==> src/rtl/mux4_rr_arbiter.sv <==
// Round-robin arbiter and sequencer for the 2-bit 4x1 mux: owns S1/S0 and registers the
// selected word with a valid strobe. Define MUX4_ARB_TIMEOUT_EN to enforce the MAX_HOLD timeout.
module mux4_rr_arbiter #(
  parameter int MAX_HOLD = 8
) (
  input  logic       Clk,
  input  logic       Rst_n,
  input  logic [3:0] Req,
  input  logic [1:0] A,
  input  logic [1:0] B,
  input  logic [1:0] C,
  input  logic [1:0] D,
  output logic [3:0] Gnt,
  output logic       S1,
  output logic       S0,
  output logic [1:0] Out,
  output logic       OutValid
);

  typedef enum logic {IDLE, GRANT} state_e;

  if (MAX_HOLD < 1 || MAX_HOLD > 15) begin : g_bad_max_hold
    $error("mux4_rr_arbiter: MAX_HOLD must be in 1..15");
  end

  state_e     state_q, state_d;
  logic [1:0] sel_q, sel_d;
  logic [1:0] ptr_q, ptr_d;
  logic [1:0] out_q, out_d;
  logic       valid_q, valid_d;
  logic [3:0] req_other;
  logic [1:0] sel_data;
  logic       timeout;

  // First requester found scanning ptr, ptr+1, ... modulo 4.
  function automatic logic [1:0] rr_pick(input logic [3:0] req, input logic [1:0] ptr);
    logic [1:0] idx;
    logic       found;
    rr_pick = ptr;
    found   = 1'b0;
    for (int i = 0; i < 4; i++) begin
      idx = ptr + 2'(i);
      if (!found && req[idx]) begin
        rr_pick = idx;
        found   = 1'b1;
      end
    end
  endfunction

  always_comb begin
    req_other        = Req;
    req_other[sel_q] = 1'b0;
    case (sel_q)
      2'd0:    sel_data = A;
      2'd1:    sel_data = B;
      2'd2:    sel_data = C;
      default: sel_data = D;
    endcase
  end

`ifdef MUX4_ARB_TIMEOUT_EN
  localparam logic [3:0] HOLD_LAST = 4'(MAX_HOLD - 1);

  logic [3:0] hold_q, hold_d;

  assign timeout = (state_q == GRANT) && Req[sel_q] && (hold_q == HOLD_LAST) && (|req_other);

  // Counts captures of the current grantee, saturating; any hand-off or idle restarts it.
  always_comb begin
    hold_d = 4'd0;
    if (state_q == GRANT && Req[sel_q] && !timeout)
      hold_d = (hold_q == HOLD_LAST) ? hold_q : hold_q + 4'd1;
  end

  always_ff @(posedge Clk or negedge Rst_n) begin
    if (!Rst_n) hold_q <= 4'd0;
    else        hold_q <= hold_d;
  end
`else
  assign timeout = 1'b0;
`endif

  // NOTE: state uses non-blocking assignments so every register samples pre-edge values.
  always_ff @(posedge Clk or negedge Rst_n) begin
    if (!Rst_n) begin
      state_q <= IDLE;
      sel_q   <= 2'd0;
      ptr_q   <= 2'd0;
      out_q   <= 2'd0;
      valid_q <= 1'b0;
    end else begin
      state_q <= state_d;
      sel_q   <= sel_d;
      ptr_q   <= ptr_d;
      out_q   <= out_d;
      valid_q <= valid_d;
    end
  end

  // NOTE: every next-state value gets a default first so no latch is inferred.
  always_comb begin
    state_d = state_q;
    sel_d   = sel_q;
    ptr_d   = ptr_q;
    out_d   = out_q;
    valid_d = 1'b0;
    case (state_q)
      IDLE: begin
        if (|Req) begin
          state_d = GRANT;
          sel_d   = rr_pick(Req, ptr_q);
        end
      end
      GRANT: begin
        if (Req[sel_q]) begin
          out_d   = sel_data;
          valid_d = 1'b1;
          if (timeout) begin
            ptr_d = sel_q + 2'd1;
            sel_d = rr_pick(req_other, sel_q + 2'd1);
          end
        end else begin
          ptr_d = sel_q + 2'd1;
          if (|req_other) sel_d = rr_pick(req_other, sel_q + 2'd1);
          else            state_d = IDLE;
        end
      end
      default: state_d = IDLE;
    endcase
  end

  // Selects hold their last value while idle; Gnt is decoded only in GRANT.
  always_comb begin
    Gnt = 4'b0000;
    if (state_q == GRANT) Gnt[sel_q] = 1'b1;
    {S1, S0} = sel_q;
    Out      = out_q;
    OutValid = valid_q;
  end

endmodule
==> config.mk <==
export PLATFORM = sky130hd
export DESIGN_NAME = mux4_rr_arbiter
export DESIGN_NICKNAME = d
export VERILOG_FILES = /design/src/rtl/mux4_rr_arbiter.sv
export SDC_FILE = /design/constraint.sdc
export NUM_CORES = 1
export LEC_CHECK = 0
export ABC_AREA = 0
export BUFFER_PORTS_ARGS = -buffer_cell sky130_fd_sc_hd__buf_2
export CAP_MARGIN = 20
export CORE_UTILIZATION = 43
export DETAILED_ROUTE_END_ITERATION = 10
export GPL_TIMING_DRIVEN = 0
export PLACE_DENSITY = 0.69
export SYNTH_ARGS = -nofsm -noshare
export SYNTH_HDL_FRONTEND = slang
export SYNTH_SLANG_ARGS = --single-unit
export TNS_END_PERCENT = 100
==> constraint.sdc <==
create_clock -name Clk -period 3.5 [get_ports Clk]
set_input_delay 0.525 -clock Clk [delete_from_list [all_inputs] [get_ports Clk]]
set_output_delay 0.525 -clock Clk [all_outputs]
set_load 0.1 [all_outputs]
* Word level (Yosys, flattened, before mapping)
Cells that the tools add are included.
Storage, ports and cells: flip-flop bits (word level) 8, bits of input ports 14, output and inout bits 9, logic and storage cells 109
Operators by class: add/sub/neg operators 7, order comparisons 10, equal/unequal tests 5, muxes and demuxes 59, bitwise logic cells 4, reductions and logical operators 19
Operators with widths (number):
- two-way mux 1 bit | 36
- < comparator 2 x 3 -> 1 bit (second input constant) | 9
- binary-select mux 1 bit (select 2 bit) | 9
- two-way mux 2 bit | 9
- adder 2 bit (second input constant) | 4
- OR reduction 4 bit | 2
- logical AND 1 bit | 7
- adder 2 x 1 -> 2 bit (second input constant) | 3
- zero test 1 bit | 6
- case mux 2 bit (3 select lines) | 1
- AND 4 bit | 1
- two-way mux 4 bit | 1
- != test 2 bit (second input constant) | 2
- inverter 4 bit | 1
- case mux 2 bit (2 select lines) | 1
- AND reduction 2 bit | 2
- AND reduction 3 bit | 1
- demux 1 bit (select 2 bit) | 1
- == test 2 x 1 -> 1 bit (second input constant) | 1
- == test 2 bit (second input constant) | 1
- greater-or-equal comparator 2 x 1 -> 1 bit (second input constant) | 1
- zero test 2 bit | 1
- != test 2 x 1 -> 1 bit (second input constant) | 1
- inverter 1 bit | 2
- case mux 1 bit (2 select lines) | 1

* Longest topological paths before layout
depth in word-level cells 30, depth in mapped cells 8, mapped depth without buffers 7

* Worst setup path after synthesis
OpenSTA, ideal clock, no wires.
path type reg-to-output, start point register sel_q[0], end point output Gnt[2], data arrival time 2156 ps, required time 2975 ps, slack 819 ps, stages on the path, launching flop included 5, path buffers 1, cells stage by stage dfrtp_1 -> clkbuf_1 -> inv_1 -> ha_1 -> and2_1
On the way: cells in the longest elaborated chain, start to end 5, elaborated cells between the ends (all ways) 6, classes of those cells order compare: 2; mux: 3; reduce/logical: 1
RTL lines:
- start, declared | RTL line 27 | logic [1:0] sel_q, sel_d;
- start signal, assigned | RTL line 93 | sel_q <= sel_d;
- < comparator 2 x 3 -> 1 bit (implied by the code) or greater-or-equal comparator 2 x 1 -> 1 bit (tied branches) | RTL line 135 | if (state_q == GRANT) Gnt[sel_q] = 1'b1;
- logical AND 1 bit (implied by the code) | RTL line 135
- two-way mux 1 bit (implied by the code) | RTL line 135
- demux 1 bit (select 2 bit) (*) | RTL line 135
- two-way mux 4 bit (*) | RTL line 135
- end, declared | RTL line 13 | output logic [3:0] Gnt,
Every way passes the cells marked *; elsewhere a longest branch is shown, timed or not.

* Final worst setup path
Same ends and word-level chain as after synthesis.

==> metrics.md <==
| Metric | Value |
|---|---|
| Cell Count, Final, Fillers Out | `132` |
| Largest net degree at the start of global routing | `11` |
| RSZ-0062 raised after global routing | `false` |
| Slowest-stage cell, CP | `dfrtp_1` |
| CP Class | `flop to output port` |
| FMAX | `408.2 MHz` |
| Ant diodes | `0` |
| Placed cells | `~130` |
| Synthesized area per cell | `7.956 µm²` |
| WP buf/inv | `3` |
| Post-DP HPWL | `1.362 mm` |
| Die Y-Extent | `43.26 µm` |
| Clk_lat worst skew | `0.24 ns` |
| # nets final | `136` |
| Antenna violations before repair | `0` |
| Remaining DRCs | `0` |
| First-pass detailed-route iteration total | `4` |
| Initial DRC Count | `41` |
| Hold WC Path Type | `primary input to asynchronous set/reset pin` |
| Die ar. | `1871 µm²` |
| Post-CTS resize count | `0` |
| Clock buffer depth | `2` |
| CTS tree | `built` |
| Routed vias | `789` |
| Die X | `43.26 µm` |
| Total CTS buffers | `3` |
| Period minus WS final | `about 2.4 ns` |
| Post-CTS Setup Repair Bufs | `0` |
| Commonest non-fill, non-tap cell in the layout | `buf_2` |
| WL final | `roughly 1.7 mm` |
| Crit-path leading delay family | `buffers and inverters` |
| Row count | `14` |
| Worst EP required | `2.97 ns` |
| Vias in the first global route | `661` |
| Max_slew headroom | `0.6187` |
| Clock skew | `about 0.0034 ns` |
| Synth warnings | `0` |
| Syn nets | `110` |
| Clock tree root buffer cell | `clkbuf_4` |
| Outcome | `finished clean` |
| CP Launch Type | `flop` |
| Fraction of layout cells with a size suffix above 1 | `0.2241` |
| Vias per cell | `5.977` |
| Synth cell types | `31` |
| Final hold viol count | `0` |
| Clk pin slew, worst setup/hold paths | `0.05 ns` |
| Most frequent cells in the layout | `buf_2, o21ai_0, dfrtp_1` |
| Crit path DAT | `1.92 ns` |
| Register bit total from synthesis | `8` |
| GRT Residual Overflow | `0` |
| Area grow syn2layout | `20.17%` |
| First-pass GRT wire length | `around 2.8 mm` |
| Sink Count | `8` |
| Hold-fix buffers at CTS | `0` |
| Measured slew at the worst slew-check pin | `between 0.5 and 0.6 ns` |
| Setup Viol. Count Final | `0` |
| Setup TNS | `0 ns` |
| Critical path, cell by cell | `clkbuf_1 > inv_1 > ha_1 > and2_1 > buf_2` |
| Crit. End Element | `output port` |
| Seq/Total Area, Yosys | `0.2735` |
| Synthesized cell area | `~730 µm²` |
| Htree depth | `1` |
| Port bufs | `21` |
| Slew Limit Fails | `0` |
| Total track usage | `0.2011` |
| Final GP Congestion | `0.9311` |
| Core footprint | `1541 µm²` |
| Syn Inst Count | `92` |
| Final ANT Viol Nets | `0` |
| Initial Util | `0.4748` |
| Number of max-cap violations | `0` |
| Ports | `23` |
| Crit-path max FO | `10` |
| Tcrit/Tclk final | `0.6999` |
| WL/cell | `between 10 and 15 µm` |
| Max incr delay on CP | `0.42 ns` |
[worst register-to-register path, delay by kind of cell (launching register included)]
family          cells  cell delay [ns]
buf+inv             2             0.53
fa+ha+maj           1             0.27
flops               1             0.42
simple gates        3             0.69
compound gates      2             0.32
[state kept, by name, indices dropped and copies added (netlist names)]
name      cells
Out           2
ptr_q         2
sel_q         2
OutValid      1
state_q       1
[per-layer routing]
metal	track usage	up-vias	share of wire
li1	-	391	-
met1	0.2781	352	0.46
met2	0.3075	42	0.45
met3	0.02128	4	0.064
met4	0.1030	0	0.023
met5	0	-	0
[final timing paths]
check                                       end            startpoint  depth (start not counted)  slack [ns]
hold / removal               Out[1]$_DFFE_PN0P_                 Rst_n                          1        0.11
hold reg to reg              Out[1]$_DFFE_PN0P_    Out[1]$_DFFE_PN0P_                          2        0.48
max in group asynchronous  ptr_q[1]$_DFFE_PN0P_                 Rst_n                          1        3.23
min in group Clk             Out[1]$_DFFE_PN0P_    Out[1]$_DFFE_PN0P_                          2        0.48
setup / recovery                         Gnt[2]  sel_q[0]$_DFFE_PN0P_                          5        1.05
setup reg to reg           sel_q[0]$_DFFE_PN0P_  sel_q[0]$_DFFE_PN0P_                          8        1.15
[synthesized netlist by cell type]
cell / count / share of area
and3_1: 2 / 0.017
mux4_2: 1 / 0.031
or3_1: 2 / 0.017
a211oi_1: 1 / 0.010
nand4_1: 1 / 0.0086
o22a_1: 1 / 0.012
o21bai_1: 2 / 0.021
and2b_1: 1 / 0.010
dfrtp_1: 8 / 0.27
nor2_1: 3 / 0.015
a31oi_1: 1 / 0.0086
nor2b_1: 6 / 0.051
ha_1: 4 / 0.068
nand3_1: 3 / 0.021
inv_1: 6 / 0.031
a211o_1: 2 / 0.024
nand2_1: 7 / 0.036
o211ai_1: 3 / 0.031
a21boi_0: 1 / 0.010
nor4_1: 2 / 0.017
clkbuf_1: 2 / 0.010
buf_6: 1 / 0.015
nor3_1: 1 / 0.0068
a21oi_1: 7 / 0.048
nand2b_1: 4 / 0.034
and2_1: 4 / 0.034
o21ai_0: 11 / 0.075
o311ai_0: 1 / 0.012
a222oi_1: 2 / 0.027
a2bb2oi_1: 1 / 0.012
a22o_1: 1 / 0.012
[area by class of cell]
type,instances,area (µm²)
buffer,3,18.77
clock buffer,3,22.52
fill,151,661.9
inverter,6,22.52
multi-input combinational,75,490.5
sequential,8,200.2
tap,16,20.02
timing repair buffer,21,105.1
[metrics by stage]
| stage | area (µm²) | utilization | hold WS, ns | setup slack [ns] |
|---|---|---|---|---|
| finish | 879.6 | 0.5706 | 0.1078 | 1.050 |
| global route | 879.6 | 0.5706 | 0.1187 | 0.9294 |
| CTS | 879.6 | 0.5706 | 0.1119 | 1.062 |
| detailed placement | 857.1 | 0.5560 | 0.3709 | 1.202 |
| global placement | 857.1 | 0.5560 | 0.3691 | 1.209 |
| floorplan | 732.0 | - | 0.2294 | 0.8192 |
[cell families (layout without fill, tap and decap cells)]
kind of cell	Yosys count	in the layout	share of synthesized area
multiplexers	1	1	0.03077
AND/OR/NAND/NOR	36	36	0.2684
flip-flops	8	8	0.2735
buffers and inverters	9	33	0.05641
adder cells (fa/ha/maj)	4	4	0.06838
AO/OA/AOI/OAI	34	34	0.3026
Power is not shown: default switching activity piles up to over one toggle a cycle in this logic, so the estimate is an artifact.
